File: src/rtl/uart_tx.sv
// uart_tx: UART transmitter with one-byte holding register and CTS-gated frame start
module uart_tx #(
   parameter int BIT_RATE     = 9600,
   parameter int CLK_HZ       = 50_000_000,
   parameter int PAYLOAD_BITS = 8,
   parameter int STOP_BITS    = 1,
   parameter int USE_CTS      = 1
)(
   input  logic                    clk,
   input  logic                    resetn,
   output logic                    uart_txd,
   input  logic                    uart_cts,
   input  logic                    uart_tx_start,
   input  logic [PAYLOAD_BITS-1:0] uart_tx_data,
   output logic                    uart_tx_ready,
   output logic                    uart_tx_busy
);
   localparam int CYCLES_PER_BIT = (CLK_HZ-1)/BIT_RATE;
   localparam int COUNT_REG_LEN  = 1+$clog2(CYCLES_PER_BIT);
   typedef enum logic [1:0] {IDLE, START, DATA, STOP} state_t;
   state_t state, state_nxt;
   logic [COUNT_REG_LEN-1:0] cnt, cnt_nxt;
   logic [3:0] idx, idx_nxt;
   logic [PAYLOAD_BITS-1:0] shift, shift_nxt, hold, hold_nxt;
   logic hold_valid, hold_valid_nxt, txd_nxt;
   logic [1:0] cts_sync;
   logic cts_ok, bit_end, last_stop, launch;
   assign uart_tx_ready = !hold_valid;
   assign uart_tx_busy  = (state != IDLE) || hold_valid;
   always_comb begin
      cts_ok         = (USE_CTS == 0) || !cts_sync[1];
      bit_end        = cnt == COUNT_REG_LEN'(CYCLES_PER_BIT);
      last_stop      = state == STOP && bit_end && idx == 4'(STOP_BITS-1);
      launch         = hold_valid && cts_ok && (state == IDLE || last_stop);
      state_nxt      = state;
      cnt_nxt        = (state == IDLE || bit_end) ? '0 : cnt + COUNT_REG_LEN'(1);
      idx_nxt        = idx;
      shift_nxt      = shift;
      hold_nxt       = hold;
      hold_valid_nxt = hold_valid;
      txd_nxt        = uart_txd;
      if (uart_tx_start && !hold_valid) begin
         hold_nxt       = uart_tx_data;
         hold_valid_nxt = 1'b1;
      end
      if (launch) begin
         state_nxt      = START;
         cnt_nxt        = '0;
         shift_nxt      = hold;
         hold_valid_nxt = 1'b0;
         txd_nxt        = 1'b0;
      end else if (bit_end) begin
         case (state)
            START: begin
               state_nxt = DATA;
               idx_nxt   = '0;
               txd_nxt   = shift[0];
            end
            DATA: begin
               if (idx == 4'(PAYLOAD_BITS-1)) begin
                  state_nxt = STOP;
                  idx_nxt   = '0;
                  txd_nxt   = 1'b1;
               end else begin
                  idx_nxt   = idx + 4'd1;
                  shift_nxt = shift >> 1;
                  txd_nxt   = shift_nxt[0];
               end
            end
            STOP: begin
               state_nxt = last_stop ? IDLE : STOP;
               idx_nxt   = last_stop ? '0 : idx + 4'd1;
            end
            default: state_nxt = IDLE;
         endcase
      end
   end
   always_ff @(posedge clk) begin
      if (!resetn) begin
         state      <= IDLE;
         cnt        <= '0;
         idx        <= '0;
         shift      <= '0;
         hold       <= '0;
         hold_valid <= 1'b0;
         uart_txd   <= 1'b1;
         cts_sync   <= 2'b11;
      end else begin
         state      <= state_nxt;
         cnt        <= cnt_nxt;
         idx        <= idx_nxt;
         shift      <= shift_nxt;
         hold       <= hold_nxt;
         hold_valid <= hold_valid_nxt;
         uart_txd   <= txd_nxt;
         cts_sync   <= {cts_sync[0], uart_cts};
      end
   end
endmodule

File: config.mk
export PLATFORM = sky130hd
export DESIGN_NAME = uart_tx
export DESIGN_NICKNAME = d
export VERILOG_FILES = /design/src/rtl/uart_tx.sv
export SDC_FILE = /design/constraint.sdc
export NUM_CORES = 1
export LEC_CHECK = 0
export ABC_AREA = 1
export CAP_MARGIN = 20
export CORE_MARGIN = 2
export CORE_UTILIZATION = 40
export DETAILED_ROUTE_END_ITERATION = 8
export SLEW_MARGIN = 20
export SYNTH_ARGS = -nofsm -noshare
export SYNTH_HDL_FRONTEND = slang
export SYNTH_SLANG_ARGS = --single-unit
File: constraint.sdc
create_clock -name clk -period 1.8 [get_ports clk]
set_input_delay 0.36 -clock clk [delete_from_list [all_inputs] [get_ports clk]]
set_output_delay 0.36 -clock clk [all_outputs]
set_load 0.005 [all_outputs]
; ---- Word-level counts from Yosys, hierarchy flattened
; Cells that the tools add are included.
[totals]
out_inout_bits = 3
ff_bits = 40
in_bits = 12
wordCells = 61
[op_classes]
bitwise_logic = 2
eq_ne = 8
n_addsub = 2
reduce_logical = 24
mux = 16
[ops]
columns = cell, n
row1 = 2-to-1 mux 8 bit, 4
row2 = adder 14 x 1 -> 14 bit (second input constant), 1
row3 = == test 14 x 13 -> 1 bit (second input constant), 1
row4 = case mux 4 bit (3 select lines), 1
row5 = 2-to-1 mux 4 bit, 2
row6 = case mux 2 bit (3 select lines), 1
row7 = AND reduction 2 bit, 3
row8 = AND reduction 3 bit, 2
row9 = nonzero test 2 bit, 3
row10 = nonzero test 3 bit, 2
row11 = logical AND 1 bit, 5
row12 = 2-to-1 mux 1 bit, 5
row13 = adder 4 x 1 -> 4 bit (second input constant), 1
row14 = == test 2 bit (second input constant), 2
row15 = == test 4 x 3 -> 1 bit (second input constant), 1
row16 = zero test 4 bit, 1
row17 = 2-to-1 mux 2 bit, 2
row18 = inequality test 2 bit (second input constant), 2
row19 = logical OR 1 bit, 3
row20 = inequality test 3 bit (second input constant), 1
row21 = OR reduction 3 bit, 1
row22 = == test 2 x 1 -> 1 bit (second input constant), 1
row23 = zero test 1 bit, 2
row24 = zero test 2 bit, 1
row25 = 3 further kinds, 4

; ---- Depth between registers and ports, before layout
; Gate-level depths: netlist of run 1.
[logic_depth]
ltp_word = 7
ltp_mapped = 13
depth_no_buf = 13

; ---- Worst setup path after synthesis of run 1
; Ideal clock, no wire load.
[synth_path]
path_kind = flip-flop to flip-flop
start = register cnt[0]
end = register uart_txd
n_path_buf = 1
period_less_slack_ns = 1.405
slack_ns = 0.395
arrival_time_ns = 1.282
path_stages_with_launch = 13
setup_time_ns = 0.123
path_cell_list = dfxtp_1 -> inv_1 -> ha_1 -> nand2_1 -> inv_2 -> nand2_2 -> nor2_4 -> nand3_4 -> nand2_4 -> nand2_4 -> buf_6 -> o21ai_0 -> o21ai_0
[synth_via]
elab_chain_cells = 7
elab_cells_between_ends = 9
classes_between = 1 x eq/ne / 1 x mux / 7 x reduce/logical
[synth_rtl]
columns = element, line_no
row1 = "start, declared", 22  ; logic [COUNT_REG_LEN-1:0] cnt, cnt_nxt;
row2 = "start signal, assigned", 90  ; cnt <= cnt_nxt;
row3 = == test 14 x 13 -> 1 bit *, 32  ; bit_end = cnt == COUNT_REG_LEN'(CYCLES_PER_BIT);
row4 = logical AND 1 bit (2 in a row), 33  ; last_stop = state == STOP && bit_end && idx == 4'(STOP_BITS-1);
row5 = logical OR 1 bit, 34  ; launch = hold_valid && cts_ok && (state == IDLE || last_stop);
row6 = logical AND 1 bit, 34
row7 = nonzero test 3 bit (no source line) or nonzero test 2 bit (tied branches), n/a
row8 = AND reduction 2 bit (no source line), n/a
row9 = "end signal, assigned", 95  ; uart_txd <= txd_nxt;
row10 = "end, declared", 11  ; output logic uart_txd,
; Every way passes the cells marked *; elsewhere a longest branch is shown, timed or not.
; A chain may end at the register's enable or synchronous reset.

; ---- Worst setup path after layout of run 1
[layout_path]
start = register state[1]
end = output uart_tx_busy
[layout_via]
elab_chain_cells = 2
[layout_rtl]
columns = element, line_no
row1 = "start, declared", 21  ; state_t state, state_nxt;
row2 = "start signal, assigned", 89  ; state <= state_nxt;
row3 = nonzero test 2 bit, 29  ; assign uart_tx_busy = (state != IDLE) || hold_valid;
row4 = logical OR 1 bit, 29
row5 = "end, declared", 16  ; output logic uart_tx_busy
; Every way passes these cells.

==> out/results.md, run 1 <==
| Metric | Reported | Unit |
|---|---|---|
| Status | finished, final reports clean | - |
| End point of the worst hold path | cts_sync[1]$_SDFF_PN1_ | - |
| Transition time at the pin with the least slew margin | 0.3099 | ns |
| Max Fclk | 0.5812 | GHz |
| Final antenna diode count | 0 | - |
| Number of remaining DRC errors | 0 | - |
| Biggest area contributors in the synthesized netlist | sky130_fd_sc_hd__dfxtp_1, sky130_fd_sc_hd__nand2_1, sky130_fd_sc_hd__nor2_1 | - |
| Reg-to-reg endpoint | shift[5]$_SDFFE_PN0P_ | - |
| Core region area | 5075 | um2 |
| Async set or reset register ratio after synthesis | 0 | % |
| Worst Path Max Fanout | 5 | - |
| Clock Root Buffer | sky130_fd_sc_hd__clkbuf_8 | - |
| Most used flip-flop cell after synthesis | sky130_fd_sc_hd__dfxtp_1 | - |
| Critical path capture point type | output pin | - |
| Layout overhead on the synthesized area | 16.62 | % |
| Post-synthesis instance area | 2101 | um2 |
| Total nets after synthesis | 316 | - |
| Global placer's final weighted congestion | 0.7660 | - |
| Die Y-Extent | 76.47 | um |
| Chip width | 76.47 | um |
| Hold Startpoint | cts_sync[0]$_SDFF_PN1_ | - |
| Startpoint class of the critical path | flop | - |
| All-layer global routing usage | 15.61 | % |
| Post-Route Setup TNS | 0 | ns |
| Number of hold-slack violations in the final timing report | 0 | - |
| Vias in the first global route | 1742 | - |
| Most used standard cell by instance count after synthesis | sky130_fd_sc_hd__nand2_1 | - |
| CP required | 1.44 | ns |
| Total Nets Final | 334 | - |
| CTS tree | done | - |
| Die footprint | 5848 | um2 |
| Final setup viols | 0 | - |
| Register bit count reported by yosys | 40 | - |
| Flop-to-flop setup slack | 0.21 | ns |
| Post-route antenna net violation count | 0 | - |
| WL final | 4126 | um |
| Routed via count | 1845 | - |
| Pin count of the biggest net entering global routing | 29 | - |
| Initial cell density of the core | 41.40 | % |
| Reg-to-reg critical path startpoint | cnt[0]$_SDFF_PP0_ | - |
| Pwr per Cell Area | 752.7 | nW/um2 |
| Synthesis warning total | 0 | - |
| Setup repair after global routing missed its margin | no | - |
| Path category of the worst min-delay check | flop to flop | - |
| Hold buffer count at cts | 0 | - |
| Clock Latency Late Sink | 0.29 | ns |
| Number of cells produced by synthesis | 300 | - |
| Number of flops mapped to enable cells by yosys | 0 | - |
| Distinct cell type count after synthesis | 34 | - |
| Layout Cell Area excl Fill | 2450 | um2 |
| Post-CTS setup-driven buffer insertion count | 0 | - |
| Number of H-tree branching levels | 2 | - |
| WL/cell | 10.61 | um |
| Total congestion overflow after global routing | 0 | - |
| DR iter-0 viols | 48 | - |
| Number of iterations in the first detailed-routing pass | 4 | - |
| Number of max-capacitance violations reported | 0 | - |
| Inserted Clock Buffers | 5 | - |
| Average size of a mapped cell | 7.003 | um2 |
| Post-synth top area share | 38.12 | % |
| Leakage dissipation | 1.119 | nW |
| Cell type with the largest total area after synthesis | sky130_fd_sc_hd__dfxtp_1 | - |
| IR drop worst, VDD | 0.0003169 | V |
| Clock Skews | 0.005246 | ns |
| First-pass GRT wire length | 7472 | um |
| Classification of the worst setup path | flop to output pin | - |
| WP data arrival | 1.36 | ns |
| Total half-perimeter wirelength after legalization and detailed placement | 3111 | um |
| Fill cells | 530 | - |
| Placement Rows | 26 | - |
| R2R depth | 13 | - |
| Sequential area share after synthesis | 38.12 | % |
| Detailed-route vias per instance | 4.743 | - |
| Clock edge transition at the registers on the reported setup and hold paths | 0.08 | ns |
| Cell types with the highest counts after synthesis | sky130_fd_sc_hd__nand2_1, sky130_fd_sc_hd__nor2_1, sky130_fd_sc_hd__inv_1 | - |
| Final period utilization | 95.58 | % |
| Maximum count of clock buffers along a single path | 2 | - |
| Clk sink count | 40 | - |
| Number of cells on the worst hold path | 1 | - |
| Quantity of I/O buffers inserted on ports | 14 | - |
| Placement Cell Area | 2313 | um2 |
| Number of antenna violations at the first check in global routing | 0 | - |
| Min Clock Period, post-route | 1.721 | ns |
| Max-slew violation total from the final report | 0 | - |
| Max_slew headroom | 79.28 | % |
| Top-level I/O count | 15 | - |
| Layout cell share with drive strength beyond 1 | 15.36 | % |
timing repair:
| action | 4_1_cts | 5_1_grt |
|---|---|---|
| setup endpoints to repair | 0 | 2 |
| gates resized for setup | 0 | 2 |
| endpoints found under the hold margin | 0 | 0 |
power by group:
group / switching (mW) / internal, mW / leakage (nW) / total, mW
clock network: 0.313 / 0.489 / 0.0645 / 0.802
logic: 0.0611 / 0.0601 / 0.729 / 0.121
registers: 0.0122 / 0.909 / 0.325 / 0.921
cells in the final DEF, fill, tap and decap left out:
master                            synthesis  layout
sky130_fd_sc_hd__clkbuf_8                 0       7
sky130_fd_sc_hd__bufinv_16                0       1
sky130_fd_sc_hd__nand3_1                 22      20
sky130_fd_sc_hd__nor3b_1                  3       3
sky130_fd_sc_hd__nor2_8                   1       1
sky130_fd_sc_hd__clkdlybuf4s50_1          0      14
sky130_fd_sc_hd__nand2_4                  3       3
sky130_fd_sc_hd__buf_12                   0       1
sky130_fd_sc_hd__nor2_4                   2       2
sky130_fd_sc_hd__a211oi_1                 1       1
sky130_fd_sc_hd__nand2_2                  6       6
sky130_fd_sc_hd__nor2_1                  45      45
sky130_fd_sc_hd__o211ai_2                 1       1
sky130_fd_sc_hd__nand4_1                  6       6
sky130_fd_sc_hd__and3_2                   1       1
sky130_fd_sc_hd__dfxtp_1                 40      40
sky130_fd_sc_hd__a21boi_0                 1       1
sky130_fd_sc_hd__clkinv_1                 1       1
sky130_fd_sc_hd__a21oi_1                 12      12
sky130_fd_sc_hd__inv_2                    7       7
sky130_fd_sc_hd__nor2_2                   7       7
sky130_fd_sc_hd__buf_4                    1       2
sky130_fd_sc_hd__inv_4                    2       2
sky130_fd_sc_hd__inv_1                   41      41
sky130_fd_sc_hd__o21ai_0                 16      16
sky130_fd_sc_hd__or2_2                    3       3
sky130_fd_sc_hd__nor3_1                   5       5
sky130_fd_sc_hd__nand2_1                 57      57
sky130_fd_sc_hd__nand3_4                  1       1
sky130_fd_sc_hd__o21a_1                   1       1
sky130_fd_sc_hd__a31oi_1                  2       2
sky130_fd_sc_hd__ha_1                     4       4
sky130_fd_sc_hd__nor4_1                   1       1
sky130_fd_sc_hd__nand3b_4                 1       1
sky130_fd_sc_hd__nand3_2                  1       3
per-stage QoR:
stage	cells	worst slack (ns)	util, %	hold WS [ns]	total power, mW
floorplan	300	0.3954	-	0.3925	1.009
global route	389	0.01558	48.27	0.4507	1.928
detailed placement	381	0.1354	45.59	0.4071	1.063
global placement	381	0.1907	45.59	0.3958	1.062
finish	389	0.07949	48.27	0.4244	1.844
CTS	389	0.07061	48.08	0.4261	1.862
worst max-delay path by stage:
| stage | start | to | slack [ns] | cells past startpoint |
|---|---|---|---|---|
| after floorplan | cnt[0]$_SDFF_PP0_ | uart_txd$_SDFFE_PN1P_ | 0.40 | 12 |
| after detailed placement | resetn | cnt[2]$_SDFF_PP0_ | 0.14 | 4 |
| final | state[1]$_SDFFE_PP0P_ | uart_tx_busy | 0.08 | 3 |
| after global placement | resetn | cts_sync[0]$_SDFF_PN1_ | 0.19 | 4 |
| after CTS | state[1]$_SDFFE_PP0P_ | uart_tx_busy | 0.07 | 3 |
| after global routing | cnt[0]$_SDFF_PP0_ | cnt[10]$_SDFF_PP0_ | 0.02 | 10 |
critical path: stages (launching register included):
cell	delay, ns
sky130_fd_sc_hd__dfxtp_1	0.41
sky130_fd_sc_hd__nor2_1	0.10
sky130_fd_sc_hd__nand2_1	0.07
sky130_fd_sc_hd__clkdlybuf4s50_1	0.49
sequential cells by signal, summed over array words and instances (netlist names):
name,count
hold,8
idx,4
uart_txd,1
state,2
cts_sync,2
cnt,14
hold_valid,1
shift,8
layout make-up:
type                       count  area [um2]  area share (%)
multi-input combinational    203        1064           43.41
sequential                    40       800.8           32.69
inverter                      51       196.4           8.018
timing repair buffer          17       175.2           7.150
clock buffer                   7       96.34           3.933
tap                           70       87.58           3.575
clock inverter                 1       30.03           1.226
per-layer routing:
layer	track usage (%)	up-vias	wire, um
met3	3.673	6	137
met4	5.455	0	59
li1	-	974	-
met1	19.37	841	2001
met5	0	-	0
met2	26.46	24	1927
cell families (layout without fill, tap and decap cells):
kind of cell             after synthesis  count (layout)  share of synthesized area [%]
flip-flops                            40              40                          38.12
AND/OR/NAND/NOR                      165             165                          38.83
adder cells (fa/ha/maj)                4               4                          2.382
buffers and inverters                 57              76                          11.73
AO/OA/AOI/OAI                         34              34                          8.934
Power figures use the tool's default switching activity.
==> run 2: changes to the inputs <==
--- a/config.mk
+++ b/config.mk
@@ -7,6 +7,7 @@
 export LEC_CHECK = 0
 export ABC_AREA = 1
 export CAP_MARGIN = 20
+export CORE_ASPECT_RATIO = 0.7
 export CORE_MARGIN = 2
 export CORE_UTILIZATION = 40
 export DETAILED_ROUTE_END_ITERATION = 8
==> constraint.sdc (replaced) <==
create_clock -name clk -period 1.5 [get_ports clk]
set_input_delay 0.3 -clock clk [delete_from_list [all_inputs] [get_ports clk]]
set_output_delay 0.3 -clock clk [all_outputs]
set_load 0.005 [all_outputs]
==> run 2 against run 1 <==
The flow now finishes with violations (negative setup slack). Sequential power up 19%. Setup slack worse by 0.12 ns. Non-clock buffer count is 10 higher. Flip-flop and latch count unchanged. Clock skew is 0.0029 ns higher. Clock-buffer cell count down 1. Power up 19%. Sequential share of layout area down 1.8 points. Routed wire length rose by 4.9%. Critical path depth rose by 10. Largest cell class unchanged. Hold slack improved by 0.00072 ns. Final area up 7.5%.
==> out/results.md, run 2 (same netlist as run 1, synthesis figures left out) <==
| Metric | Reported | Unit |
|---|---|---|
| Clock network fraction of total power | 42.4 | % |
| Clock Root Buffer | sky130_fd_sc_hd__clkbuf_8 | - |
| Die Y-Extent | 64.64 | um |
| Detailed-route vias per instance | 4.612 | - |
| Total half-perimeter wirelength after legalization and detailed placement | 3174 | um |
| CP delay by family, top | simple AND/OR/NAND/NOR gates | - |
| Total congestion overflow after global routing | 0 | - |
| Number of hold-slack violations in the final timing report | 0 | - |
| Register area | 813.3 | um2 |
| Fin worst setup slack | -0.03735 | ns |
| Die footprint | 5857 | um2 |
| First-pass GRT wire length | 7093 | um |
| Hold buffer count at cts | 0 | - |
| Reg-to-reg endpoint | shift[2]$_SDFFE_PN0P_ | - |
| Most common cell after layout, fill and taps aside | sky130_fd_sc_hd__nand2_1 | - |
| Min Clock Period, post-route | 1.537 | ns |
| Logic gate share of total power | 7.1 | % |
| Number of H-tree branching levels | 2 | - |
| Placement Cell Area | 2384 | um2 |
| Max_slew headroom | 74.73 | % |
| Number of remaining DRC errors | 0 | - |
| Layout Cell Area excl Fill | 2633 | um2 |
| Max-slew violation total from the final report | 0 | - |
| Pwr per Cell Area | 831.1 | nW/um2 |
| Initial cell density of the core | 40.81 | % |
| Post-route antenna net violation count | 0 | - |
| Capturing instance or port of the critical path | shift[2]$_SDFFE_PN0P_ | - |
| Fill cells | 516 | - |
| Layout overhead on the synthesized area | 25.31 | % |
| Critical path depth in cells | 13 | - |
| Top library cells by usage in the layout, fill and taps aside | sky130_fd_sc_hd__nand2_1, sky130_fd_sc_hd__nor2_1, sky130_fd_sc_hd__inv_1 | - |
| Number of max-capacitance violations reported | 0 | - |
| Classification of the worst setup path | flop to flop | - |
| Worst stage delay on the critical path | 0.37 | ns |
| Largest register by flop count | cnt | - |
| Number of antenna violations at the first check in global routing | 0 | - |
| Total Nets Final | 345 | - |
| Reg-to-reg critical path startpoint | cnt[0]$_SDFF_PP0_ | - |
| Path category of the worst min-delay check | flop to flop | - |
| Transition time at the pin with the least slew margin | 0.3779 | ns |
| Final antenna diode count | 0 | - |
| Placement Rows | 22 | - |
| Core region area | 5147 | um2 |
| Fraction of power consumed by sequential logic | 50.4 | % |
| Global placer's final weighted congestion | 0.8270 | - |
| Multi-input gate area | 1149 | um2 |
| Startpoint class of the critical path | flop | - |
| Ordered list of cells on the worst path | inv_4, ha_4, nand2_2, inv_2, nand2_2, nor2_4, nand3_4, nand2_8, buf_12, nand4_1, nand2_1, nand2_1, inv_1 | - |
| CP required | 1.74 | ns |
| Routed via count | 1854 | - |
| DR iter-0 viols | 188 | - |
| Final setup viols | 6 | - |
| Maximum count of clock buffers along a single path | 2 | - |
| Flop-to-flop setup slack | -0.04 | ns |
| Worst Path Max Fanout | 8 | - |
| All-layer global routing usage | 15.28 | % |
| Clock Latency Late Sink | 0.30 | ns |
| Critical path origin | cnt[0]$_SDFF_PP0_ | - |
| Status | complete, but fails checks | - |
| R2R depth | 13 | - |
| Net Sw Power | 0.4783 | mW |
| Clock edge transition at the registers on the reported setup and hold paths | 0.08 | ns |
| Critical path capture point type | flop | - |
| Pin count of the biggest net entering global routing | 18 | - |
| Clk sink count | 40 | - |
| Largest registers | cnt (14), hold (8), shift (8) | - |
| Largest register FFs | 14 | - |
| Vias in the first global route | 1547 | - |
| Top-level I/O count | 15 | - |
| Quantity of I/O buffers inserted on ports | 14 | - |
| CTS tree | done | - |
| Setup repair after global routing missed its margin | yes | - |
| IR drop worst, VDD | 0.0005077 | V |
| WP data arrival | 1.78 | ns |
| Clock Skews | 0.008125 | ns |
| Final period utilization | 102.5 | % |
| Leakage dissipation | 1.190 | nW |
| Violated checks | negative setup slack | - |
| Max Fclk | 0.6505 | GHz |
| Chip width | 90.62 | um |
| Internal power | 1.710 | mW |
| Slowest-stage cell, CP | sky130_fd_sc_hd__dfxtp_4 | - |
| WL final | 4329 | um |
| Final design utilization | 51.14 | % |
| WL/cell | 10.77 | um |
| Switch share | 21.86 | % |
| Layout cell share with drive strength beyond 1 | 24.85 | % |
| Number of buffers and inverters on the critical path | 4 | - |
| Inserted Clock Buffers | 5 | - |
| Number of iterations in the first detailed-routing pass | 4 | - |
## run 2: layout make-up
class	count	share of cell area [%]
inverter	51	7.557
clock buffer	6	3.137
clock inverter	2	1.473
multi-input combinational	204	43.63
timing repair buffer	27	9.886
sequential	40	30.89
tap	72	3.422
## run 2: what timing repair did
action | 4_1_cts | 5_1_grt
resized for setup | 14 | 22
endpoints found under the setup margin | 19 | 28
cloned | 0 | 1
buffers inserted | 0 | 1
pin swaps | 4 | 1
## run 2: metal layers
metal	up-vias	track usage (%)	part of all wire (%)
met4	0	6.923	1.6
met3	8	3.837	4.3
met2	37	19.87	38
met1	804	23.12	56
li1	1005	-	-
met5	-	0	0
## run 2: worst min-delay path by stage
stage / from / to / slack, ns / cells past startpoint
3_3_place_gp: cts_sync[0]$_SDFF_PN1_ / cts_sync[1]$_SDFF_PN1_ / 0.39 / 1
3_5_place_dp: cts_sync[0]$_SDFF_PN1_ / cts_sync[1]$_SDFF_PN1_ / 0.41 / 1
6_report: cts_sync[0]$_SDFF_PN1_ / cts_sync[1]$_SDFF_PN1_ / 0.43 / 1
5_1_grt: cts_sync[0]$_SDFF_PN1_ / cts_sync[1]$_SDFF_PN1_ / 0.44 / 1
2_1_floorplan: cts_sync[0]$_SDFF_PN1_ / cts_sync[1]$_SDFF_PN1_ / 0.39 / 1
4_1_cts: cts_sync[0]$_SDFF_PN1_ / cts_sync[1]$_SDFF_PN1_ / 0.43 / 1
## run 2: through the flow
step                setup slack [ns]  power (mW)  setup TNS [ns]  hold slack, ns  cells
global placement            -0.02391       1.277        -0.06837          0.3947    392
CTS                         -0.01604       2.206        -0.02951          0.4261    400
detailed placement          -0.03164       1.277         -0.2450          0.4053    392
global route                 -0.1486       2.286          -2.225          0.4350    402
finish                      -0.03735       2.188         -0.1184          0.4252    402
floorplan                    0.09540       1.211               0          0.3925    300
## run 2: power groups by stage
stage | Combinational, mW | Clock, mW | Sequential, mW
4_1_cts | 0.147 | 0.955 | 1.10
3_3_place_gp | 0.146 | 0 | 1.13
3_5_place_dp | 0.147 | 0 | 1.13
6_report | 0.156 | 0.929 | 1.10
2_1_floorplan | 0.0857 | 0 | 1.12
5_1_grt | 0.177 | 1.00 | 1.11
